[src/rtl/uart_pkg.sv]
// Shared UART definitions: bit-timing helpers, receiver state encoding and
// frame geometry. Used by both uart_recv and uart_send.
package uart_pkg;

  // Data bits per frame (8N1).
  localparam int DATA_BITS = 8;

  // Receiver state encoding; the numeric values are visible on the debug port.
  typedef enum logic [1:0] {
    IDLE  = 2'd0,
    START = 2'd1,
    DATA  = 2'd2,
    STOP  = 2'd3
  } rx_state_e;

  // System clocks per serial bit.
  function automatic int calc_bps_cnt(input int clk_freq, input int uart_bps);
    return clk_freq / uart_bps;
  endfunction

  // System clocks from the start of a bit to its centre.
  function automatic int calc_half_cnt(input int bps_cnt);
    return bps_cnt / 2;
  endfunction

endpackage

[src/rtl/uart_rx_sync.sv]
// Three-flop synchroniser for the asynchronous serial input plus a falling-edge
// detector used to spot the leading edge of a start bit.
module uart_rx_sync (
  input  logic sys_clk,
  input  logic sys_rst_n,
  input  logic uart_rxd,
  output logic rxd_s,
  output logic start_edge
);

  logic rxd_d0_q;
  logic rxd_d1_q;
  logic rxd_d2_q;

  // Shift the line through three flops; reset to the idle-high level so that
  // leaving reset never looks like a falling edge.
  always_ff @(posedge sys_clk or negedge sys_rst_n) begin
    if (!sys_rst_n) begin
      rxd_d0_q <= 1'b1;
      rxd_d1_q <= 1'b1;
      rxd_d2_q <= 1'b1;
    end else begin
      rxd_d0_q <= uart_rxd;
      rxd_d1_q <= rxd_d0_q;
      rxd_d2_q <= rxd_d1_q;
    end
  end

  // rxd_d1 is the sampled line; a 1 -> 0 step between d2 and d1 is a start edge.
  assign rxd_s      = rxd_d1_q;
  assign start_edge = rxd_d2_q & ~rxd_d1_q;

endmodule

[src/rtl/uart_recv.sv]
// 8N1 UART receiver. Waits for a falling edge, confirms the start bit at its
// centre, samples eight data bits LSB first at their centres, then checks the
// stop bit. A good frame updates uart_dout with a one-cycle uart_done; a low
// stop bit gives a one-cycle uart_frame_err and leaves uart_dout alone.
// The FSM returns to IDLE at mid-stop-bit so back-to-back frames are caught.
//
// Handshake: uart_done / uart_frame_err are single-cycle strobes with no
// backpressure; the consumer must capture uart_dout in the uart_done cycle or
// any later cycle before the next uart_done.
module uart_recv
  import uart_pkg::*;
#(
  parameter int CLK_FREQ = 65_000_000,
  parameter int UART_BPS = 115200
) (
  input  logic       sys_clk,
  input  logic       sys_rst_n,
  input  logic       uart_rxd,
  output logic [7:0] uart_dout,
  output logic       uart_done,
  output logic       uart_frame_err,
  output logic       uart_rx_busy,
  output logic [1:0] uart_rx_state
);

  localparam int BPS_CNT  = calc_bps_cnt(CLK_FREQ, UART_BPS);
  localparam int HALF_CNT = calc_half_cnt(BPS_CNT);
  localparam int CNT_W    = $clog2(BPS_CNT);

  logic rxd_s;
  logic start_edge;

  rx_state_e      state_q, state_d;
  logic [CNT_W-1:0] clk_cnt_q, clk_cnt_d;
  logic [2:0]     bit_cnt_q, bit_cnt_d;
  logic [7:0]     shift_q, shift_d;
  logic [7:0]     dout_q, dout_d;
  logic           done_q, done_d;
  logic           ferr_q, ferr_d;
  logic           bit_mid;
  logic           bit_end;

  uart_rx_sync u_sync (
    .sys_clk    (sys_clk),
    .sys_rst_n  (sys_rst_n),
    .uart_rxd   (uart_rxd),
    .rxd_s      (rxd_s),
    .start_edge (start_edge)
  );

  assign bit_mid = (clk_cnt_q == CNT_W'(HALF_CNT - 1));
  assign bit_end = (clk_cnt_q == CNT_W'(BPS_CNT - 1));

  // Register all receiver state; reset aborts any frame in progress at once.
  always_ff @(posedge sys_clk or negedge sys_rst_n) begin
    if (!sys_rst_n) begin
      state_q   <= IDLE;
      clk_cnt_q <= '0;
      bit_cnt_q <= '0;
      shift_q   <= '0;
      dout_q    <= '0;
      done_q    <= 1'b0;
      ferr_q    <= 1'b0;
    end else begin
      state_q   <= state_d;
      clk_cnt_q <= clk_cnt_d;
      bit_cnt_q <= bit_cnt_d;
      shift_q   <= shift_d;
      dout_q    <= dout_d;
      done_q    <= done_d;
      ferr_q    <= ferr_d;
    end
  end

  // Next-state, bit timing, data capture and strobe generation.
  always_comb begin
    state_d   = state_q;
    clk_cnt_d = clk_cnt_q;
    bit_cnt_d = bit_cnt_q;
    shift_d   = shift_q;
    dout_d    = dout_q;
    done_d    = 1'b0;
    ferr_d    = 1'b0;

    // Bit-period counter: parked at 0 when idle, wraps every BPS_CNT clocks.
    if (state_q == IDLE) begin
      clk_cnt_d = '0;
    end else if (bit_end) begin
      clk_cnt_d = '0;
    end else begin
      clk_cnt_d = clk_cnt_q + CNT_W'(1);
    end

    case (state_q)
      IDLE: begin
        if (start_edge) begin
          state_d = START;
        end
      end
      START: begin
        // A line already back high at mid-start-bit was a glitch.
        if (bit_mid && rxd_s) begin
          state_d = IDLE;
        end else if (bit_end) begin
          state_d   = DATA;
          bit_cnt_d = '0;
        end
      end
      DATA: begin
        if (bit_mid) begin
          shift_d[bit_cnt_q] = rxd_s;
        end
        if (bit_end) begin
          if (bit_cnt_q == 3'(DATA_BITS - 1)) begin
            state_d = STOP;
          end else begin
            bit_cnt_d = bit_cnt_q + 3'd1;
          end
        end
      end
      STOP: begin
        if (bit_mid) begin
          state_d = IDLE;
          if (rxd_s) begin
            dout_d = shift_q;
            done_d = 1'b1;
          end else begin
            ferr_d = 1'b1;
          end
        end
      end
      default: begin
        state_d = IDLE;
      end
    endcase

    // Every state entry starts a fresh bit period.
    if (state_d != state_q) begin
      clk_cnt_d = '0;
    end
  end

  assign uart_dout      = dout_q;
  assign uart_done      = done_q;
  assign uart_frame_err = ferr_q;
  assign uart_rx_busy   = (state_q != IDLE);
  assign uart_rx_state  = state_q;

endmodule

[config.mk]
export PLATFORM = sky130hd
export DESIGN_NAME = uart_recv
export DESIGN_NICKNAME = d
export VERILOG_FILES = /design/src/rtl/uart_pkg.sv /design/src/rtl/uart_rx_sync.sv /design/src/rtl/uart_recv.sv
export SDC_FILE = /design/constraint.sdc
export NUM_CORES = 1
export LEC_CHECK = 0
export BUFFER_PORTS_ARGS = -buffer_cell sky130_fd_sc_hd__buf_2
export CORE_MARGIN = 5
export CORE_UTILIZATION = 52
export CTS_CLUSTER_DIAMETER = 80
export DETAILED_ROUTE_END_ITERATION = 7
export GPL_ROUTABILITY_DRIVEN = 0
export HOLD_SLACK_MARGIN = 0.08
export PLACE_DENSITY = 0.78
export SYNTH_ARGS = -nofsm -noshare
export SYNTH_HDL_FRONTEND = slang
export SYNTH_SLANG_ARGS = --single-unit
[constraint.sdc]
create_clock -name sys_clk -period 1.8 [get_ports sys_clk]
set_input_delay 0.09 -clock sys_clk [delete_from_list [all_inputs] [get_ports sys_clk]]
set_output_delay 0.09 -clock sys_clk [all_outputs]
set_load 0.02 [all_outputs]
# Yosys cells after proc, flatten, opt, wreduce, memory -nomap -nowiden
# Cells that the tools add are included.
# W data, S select, Z words.
[classes]
eq_ne = 11
n_reduce_logical = 8
bitwise = 2
magnitude_cmp = 2
mux = 24
n_div = 0
addsub = 2
shift = 0
n_mul = 0
[op_table]
columns = ["op", "n"]
rows = [
  ["$mux W10", 3],
  ["$mux W2", 6],
  ["$mux W3", 4],
  ["$add A10 B1 Y10 const B", 1],
  ["$eq A10 B10 Y1 const B", 1],
  ["$eq A10 B9 Y1 const B", 1],
  ["$bwmux W8", 1],
  ["$ne A2 B2 Y1 const B", 4],
  ["$pmux W2 S4", 1],
  ["$mux W1", 7],
  ["$pmux W3 S2", 1],
  ["$reduce_and A5 Y1", 1],
  ["$eq A2 B2 Y1 const B", 2],
  ["$lt A3 B4 Y1 const B", 1],
  ["$reduce_bool A2 Y1", 2],
  ["$add A3 B1 Y3 const B", 1],
  ["$demux W1 S3", 1],
  ["$eq A3 B3 Y1 const B", 1],
  ["$ge A3 B1 Y1 const B", 1],
  ["$reduce_and A3 Y1", 1],
  ["$eq A2 B1 Y1 const B", 1],
  ["$logic_and A1 B1 Y1", 2],
  ["$logic_not A2 Y1", 1],
  ["$ne A2 B2 Y1", 1],
  ["3 further kinds", 3],
]
[word_totals]
ram_bits = 0
n_memories = 0
elab_cells = 59
register_bits = 36
rom_bits = 0
latchBits = 0

# Logic depth before layout (Yosys ltp)
[depth]
word_depth = 6
ltp_mapped = 7

# Modules after synthesis
# Synthesis repeated with hierarchy kept, for this count alone.
[hier_totals]
cells_unflattened = 139
area_unflattened_um2 = 1687.9
[by_module_without_submodules]
columns = ["module", "area_per_inst_um2", "instances", "seq_area_each_um2", "cells_per_inst"]
rows = [
  ["uart_recv", 1595.3, 1, 825.8, 135],
  ["uart_rx_sync", 92.6, 1, 78.8, 4],
]

# Worst setup path after synthesis
# OpenSTA, ideal clock, no wires.
[synth_path]
path_kind = "reg-to-reg"
from = "register clk_cnt_q[7]"
to = "register dout_q[0], in the netlist uart_dout[0]"
path_stages_with_launch = 5
arrival_time_ns = 1.786
path_slack_ns = -0.111
t_required_ns = 1.675
cell_sequence = "dfrtp_1 > or3_4 > nor3_4 > nor3b_4 > mux2_2"
[synth_via]
elab_chain_len = 2
[synth_rtl]
columns = ["item", "line", "text"]
rows = [
  ["start: declaration", "uart_recv.sv:34", "logic [CNT_W-1:0] clk_cnt_q, clk_cnt_d;"],
  ["start signal: assignment", "uart_recv.sv:66", "clk_cnt_q <= clk_cnt_d;"],
  ["$eq A10 B9 Y1", "uart_recv.sv:51", "assign bit_mid = (clk_cnt_q == CNT_W'(HALF_CNT - 1));"],
  ["$reduce_and A3 Y1 (no source line)", "n/a", ""],
  ["end signal: assignment", "uart_recv.sv:69", "dout_q <= dout_d;"],
  ["end: declaration", "uart_recv.sv:37", "logic [7:0] dout_q, dout_d;"],
]
# Every way passes these cells.
# A chain may end at the register's enable or synchronous reset.

# Worst setup path in the final report
[layout_path]
from = "register clk_cnt_q[2]"
to = "register clk_cnt_q[4]"
[layout_via]
elab_chain_len = 6
elab_cells_between_ends = 13
classes_between = "add/sub: 1; eq/ne: 3; mux: 8; reduce/logical: 1"
[layout_rtl]
columns = ["item", "line", "text"]
rows = [
  ["$eq A10 B10 Y1 or $eq A10 B9 Y1 (tied branches)", "uart_recv.sv:52, uart_recv.sv:51", ""],
  ["$mux W2 or $logic_and A1 B1 Y1 (tied branches)", "uart_recv.sv:104, uart_recv.sv:102", ""],
  ["$mux W2", "uart_recv.sv:102", "if (bit_mid && rxd_s) begin"],
  ["$pmux W2 S4", "uart_recv.sv:94", "case (state_q)"],
  ["$ne A2 B2 Y1", "uart_recv.sv:138", "if (state_d != state_q) begin"],
  ["$mux W10 *", "uart_recv.sv:138", ""],
  ["named net clk_cnt_d[4]", "uart_recv.sv:34", ""],
]
# Mark *: on every way through the listed nets, which the timed path passes. The rest lies on a longest branch.

==> flow_summary.json <==
{
  "outcome": "finished, violations left",
  "violations": "setup timing",
  "yosys.area_share.simple_pct": 20.61,
  "clock_path_buffers": 2,
  "drtIter0Drc": 106,
  "cp-end-kind": "flop",
  "path_class": "reg2reg",
  "clock_skew_ps": 10.89,
  "yosys.area.top_type": "dfrtp_1",
  "fin_setup_tns_ps": -808.1,
  "p_seq_share_pct": 50.0,
  "routed-via-count": 1341,
  "cap_viol_max_count": 0,
  "synthCells": 148,
  "p_per_area_nw_per_um2": 789.0,
  "synthFlopType": "dfrtp_1",
  "clk_pin_slew_ps": 120,
  "finalNetCount": 203,
  "yosysWarnings": 0,
  "synthMuxAreaShare_pct": 10.64,
  "setup_violations": 13,
  "rsz0062_at_grt": "yes",
  "cp_max_fo": 4,
  "grt.total_usage_pct": 22.02,
  "slew_violations": 0,
  "r2r_cells": 8,
  "r2r_start": "clk_cnt_q[2]$_DFF_PN0_",
  "clk_latency_ps": 340,
  "num-fill-cells": 204,
  "min_period_ps": 1937,
  "reg2reg_to": "clk_cnt_q[4]$_DFF_PN0_",
  "relSlewSlack_pct": 46.82,
  "synthMostInstantiatedCell": "dfrtp_1",
  "syn_avg_cell_area_um2": 11.36,
  "yosysSeqAreaShare_pct": 53.79,
  "synthAdderAreaFrac_pct": 2.976,
  "detail-route-antenna-nets": 0,
  "setup_ws_ps": -136.9,
  "path_cells": "or3_4 > buf_6 > nor3b_4 > buf_6 > nor3_2 > nor3_2 > buf_4 > nor3_1",
  "total_leakage_power_nw": 1.072,
  "pre_cts_slack_ps": -174.1,
  "wl_per_cell_um": 18.06,
  "cts-htree-levels": 2,
  "clock-root-buffer": "clkbuf_4",
  "synthesis.nets": 155,
  "synth_area_leaders": "dfrtp_1 49%, mux2_2 10%, dfstp_2 4.7%",
  "drc": 0,
  "ys_types": 38,
  "grt_pass1_vias": 1497,
  "io_pins": 16,
  "grt_pass1_wl_um": 7196,
  "synth_top_area_share_pct": 49.11,
  "die_h_um": 66.87,
  "synth_top_family_by_area": "simple AND/OR/NAND/NOR gates",
  "p_int_mw": 1.234,
  "crit_slowest_cell": "or3_4",
  "netSwitchingPower_uw": 556.8,
  "die_w_um": 66.87,
  "cp_data_arrival_time_ps": 2160,
  "multi_input_area_um2": 908.4,
  "clock-sinks": 36,
  "core-area_um2": 3078,
  "synthTopCellsByCount": "33 x dfrtp_1, 18 x nand2_1, 15 x mux2_2, 9 x nor2_1, 8 x nor3_1",
  "cts_buffers": 5,
  "synth_xor_area_share_pct": 3.125,
  "ff_latch_area_um2": 905.9,
  "tightest_slew_ps": 797.7,
  "synth.cell_area_um2": 1682,
  "path_delay_family": "simple AND/OR/NAND/NOR gates",
  "ys_ff_latch": 36,
  "rrSetupSlack_ps": -140,
  "synth-edff-count": 0,
  "final_layout_size_suffix_gt1_share_pct": 48.73,
  "dr.pass1.iters": 4,
  "grt_overflow": 0,
  "required_ps": 2020,
  "fin_crit_sh_pct": 107.6,
  "fmax_mhz": 516.3,
  "synthArstFlopShare_pct": 100.0,
  "dieArea_um2": 4471,
  "vdd_drop_max_mv": 0.5892,
  "netSwitchingFraction_pct": 31.09,
  "share_comb_of_total_power_pct": 26.2,
  "rows": 20,
  "wl_um": 4353,
  "clkPwrFrac_pct": 23.8,
  "viasPerCell": 5.564,
  "worst_path_largest_cell_delay_ps": 410,
  "num_antenna_cells": 0,
  "syn2layout_area_growth_pct": 34.97,
  "antenna_found_initial": 0,
  "synth_compound_area_share_pct": 6.250,
  "dp_hpwl_um": 2728,
  "hold_viol_final": 0,
  "hold_class": "in2async",
  "startpoint_type": "flop",
  "grt_max_degree": 37,
  "start_util_pct": 54.63,
  "path_buf_inv": 3,
  "numPortBuffers": 15,
  "cts_tree": "built"
}
-- kinds of logic (layout without fill, tap and decap cells) --
logic type,after synthesis,after routing
AO/OA/AOI/OAI,17,17
XOR/XNOR,6,6
adder cells (fa/ha/maj),4,4
buffers and inverters,8,57
flip-flops,36,36
multiplexers,16,16
AND/OR/NAND/NOR,61,61
-- worst max path at each step --
stage,from,endpoint,cells past startpoint,slack (ps)
after global placement,clk_cnt_q[0]$_DFF_PN0_,clk_cnt_q[3]$_DFF_PN0_,7,-90
after floorplan,clk_cnt_q[0]$_DFF_PN0_,clk_cnt_q[2]$_DFF_PN0_,6,-50
after global routing,clk_cnt_q[0]$_DFF_PN0_,clk_cnt_q[4]$_DFF_PN0_,8,-250
final,clk_cnt_q[2]$_DFF_PN0_,clk_cnt_q[4]$_DFF_PN0_,8,-140
after detailed placement,clk_cnt_q[0]$_DFF_PN0_,clk_cnt_q[3]$_DFF_PN0_,7,-170
after CTS,clk_cnt_q[7]$_DFF_PN0_,shift_q[0]$_DFFE_PN0P_,5,-90
-- cell usage in the layout (no fill, tap or decap), types with 2 or more instances in the layout --
master          n
o21ai_0         3
dlygate4sd3_1   2
nor3b_2         2
nor3_2          5
buf_2          15
a21oi_1         3
dfrtp_1        32
o21ai_1         4
nand2_1        18
ha_1            3
dfstp_2         3
buf_6           3
nor2_1          8
inv_1           4
nand3_1         3
clkinv_2        2
nand4_1         3
and3_2          2
xnor2_1         3
buf_4          24
mux2_2          5
mux2_4         10
a22oi_1         2
nand3b_1        3
or2_2           2
nor3_4          3
xor2_1          3
nor3b_4         2
clkbuf_4        5
-- final cells by class --
class                           count  area share (%)
Sequential cell                    36           39.91
Inverter                            4          0.6615
Clock inverter                      3          0.8269
Tap cell                           44           2.426
Timing Repair Buffer               45           14.50
Multi-Input combinational cell    104           40.02
Clock buffer                        5           1.654
-- per-stage QoR --
stage                     util, %  instances  total power, mW  hold WS (ps)  instance area (µm²)
after global placement      64.02        225            1.203         196.5                 1971
after global routing        73.74        241            1.870         374.5                 2270
final                       73.74        241            1.791         362.0                 2270
after floorplan                 -        148            1.080        -205.6                 1692
after detailed placement    64.02        225            1.223         200.0                 1971
after CTS                   70.65        239            1.725         372.3                 2175
-- flip-flops by register name (all words and copies together), names as in the netlist --
name / count
bit_cnt_q: 3
clk_cnt_q: 10
shift_q: 8
u_sync.rxd_d0_q: 1
u_sync.rxd_d2_q: 1
u_sync.rxd_s: 1
uart_done: 1
uart_dout: 8
uart_frame_err: 1
uart_rx_state: 2
-- what timing repair did --
item / in CTS / in global routing
hold buffers: 2 / 0
setup buffers: 4 / 2
hold endpoints to repair: 34 / 0
setup endpoints to repair: 24 / 26
pin swaps: 1 / 5
gates resized for setup: 22 / 18
-- power by group through the flow --
stage | sequential (mW) | combinational (mW) | clock, mW
after floorplan | 0.918 | 0.162 | 0
after global placement | 0.905 | 0.298 | 0
final | 0.895 | 0.469 | 0.427
after global routing | 0.901 | 0.499 | 0.470
after detailed placement | 0.909 | 0.313 | 0
after CTS | 0.890 | 0.402 | 0.434
-- metal layers --
layer  GRT usage (%)  part of all wire [%]
met2           38.00                    54
met4           9.367                   1.9
met5               0                     0
met1           25.52                    40
met3           5.902                   3.7
Power figures use the tool's default switching activity.
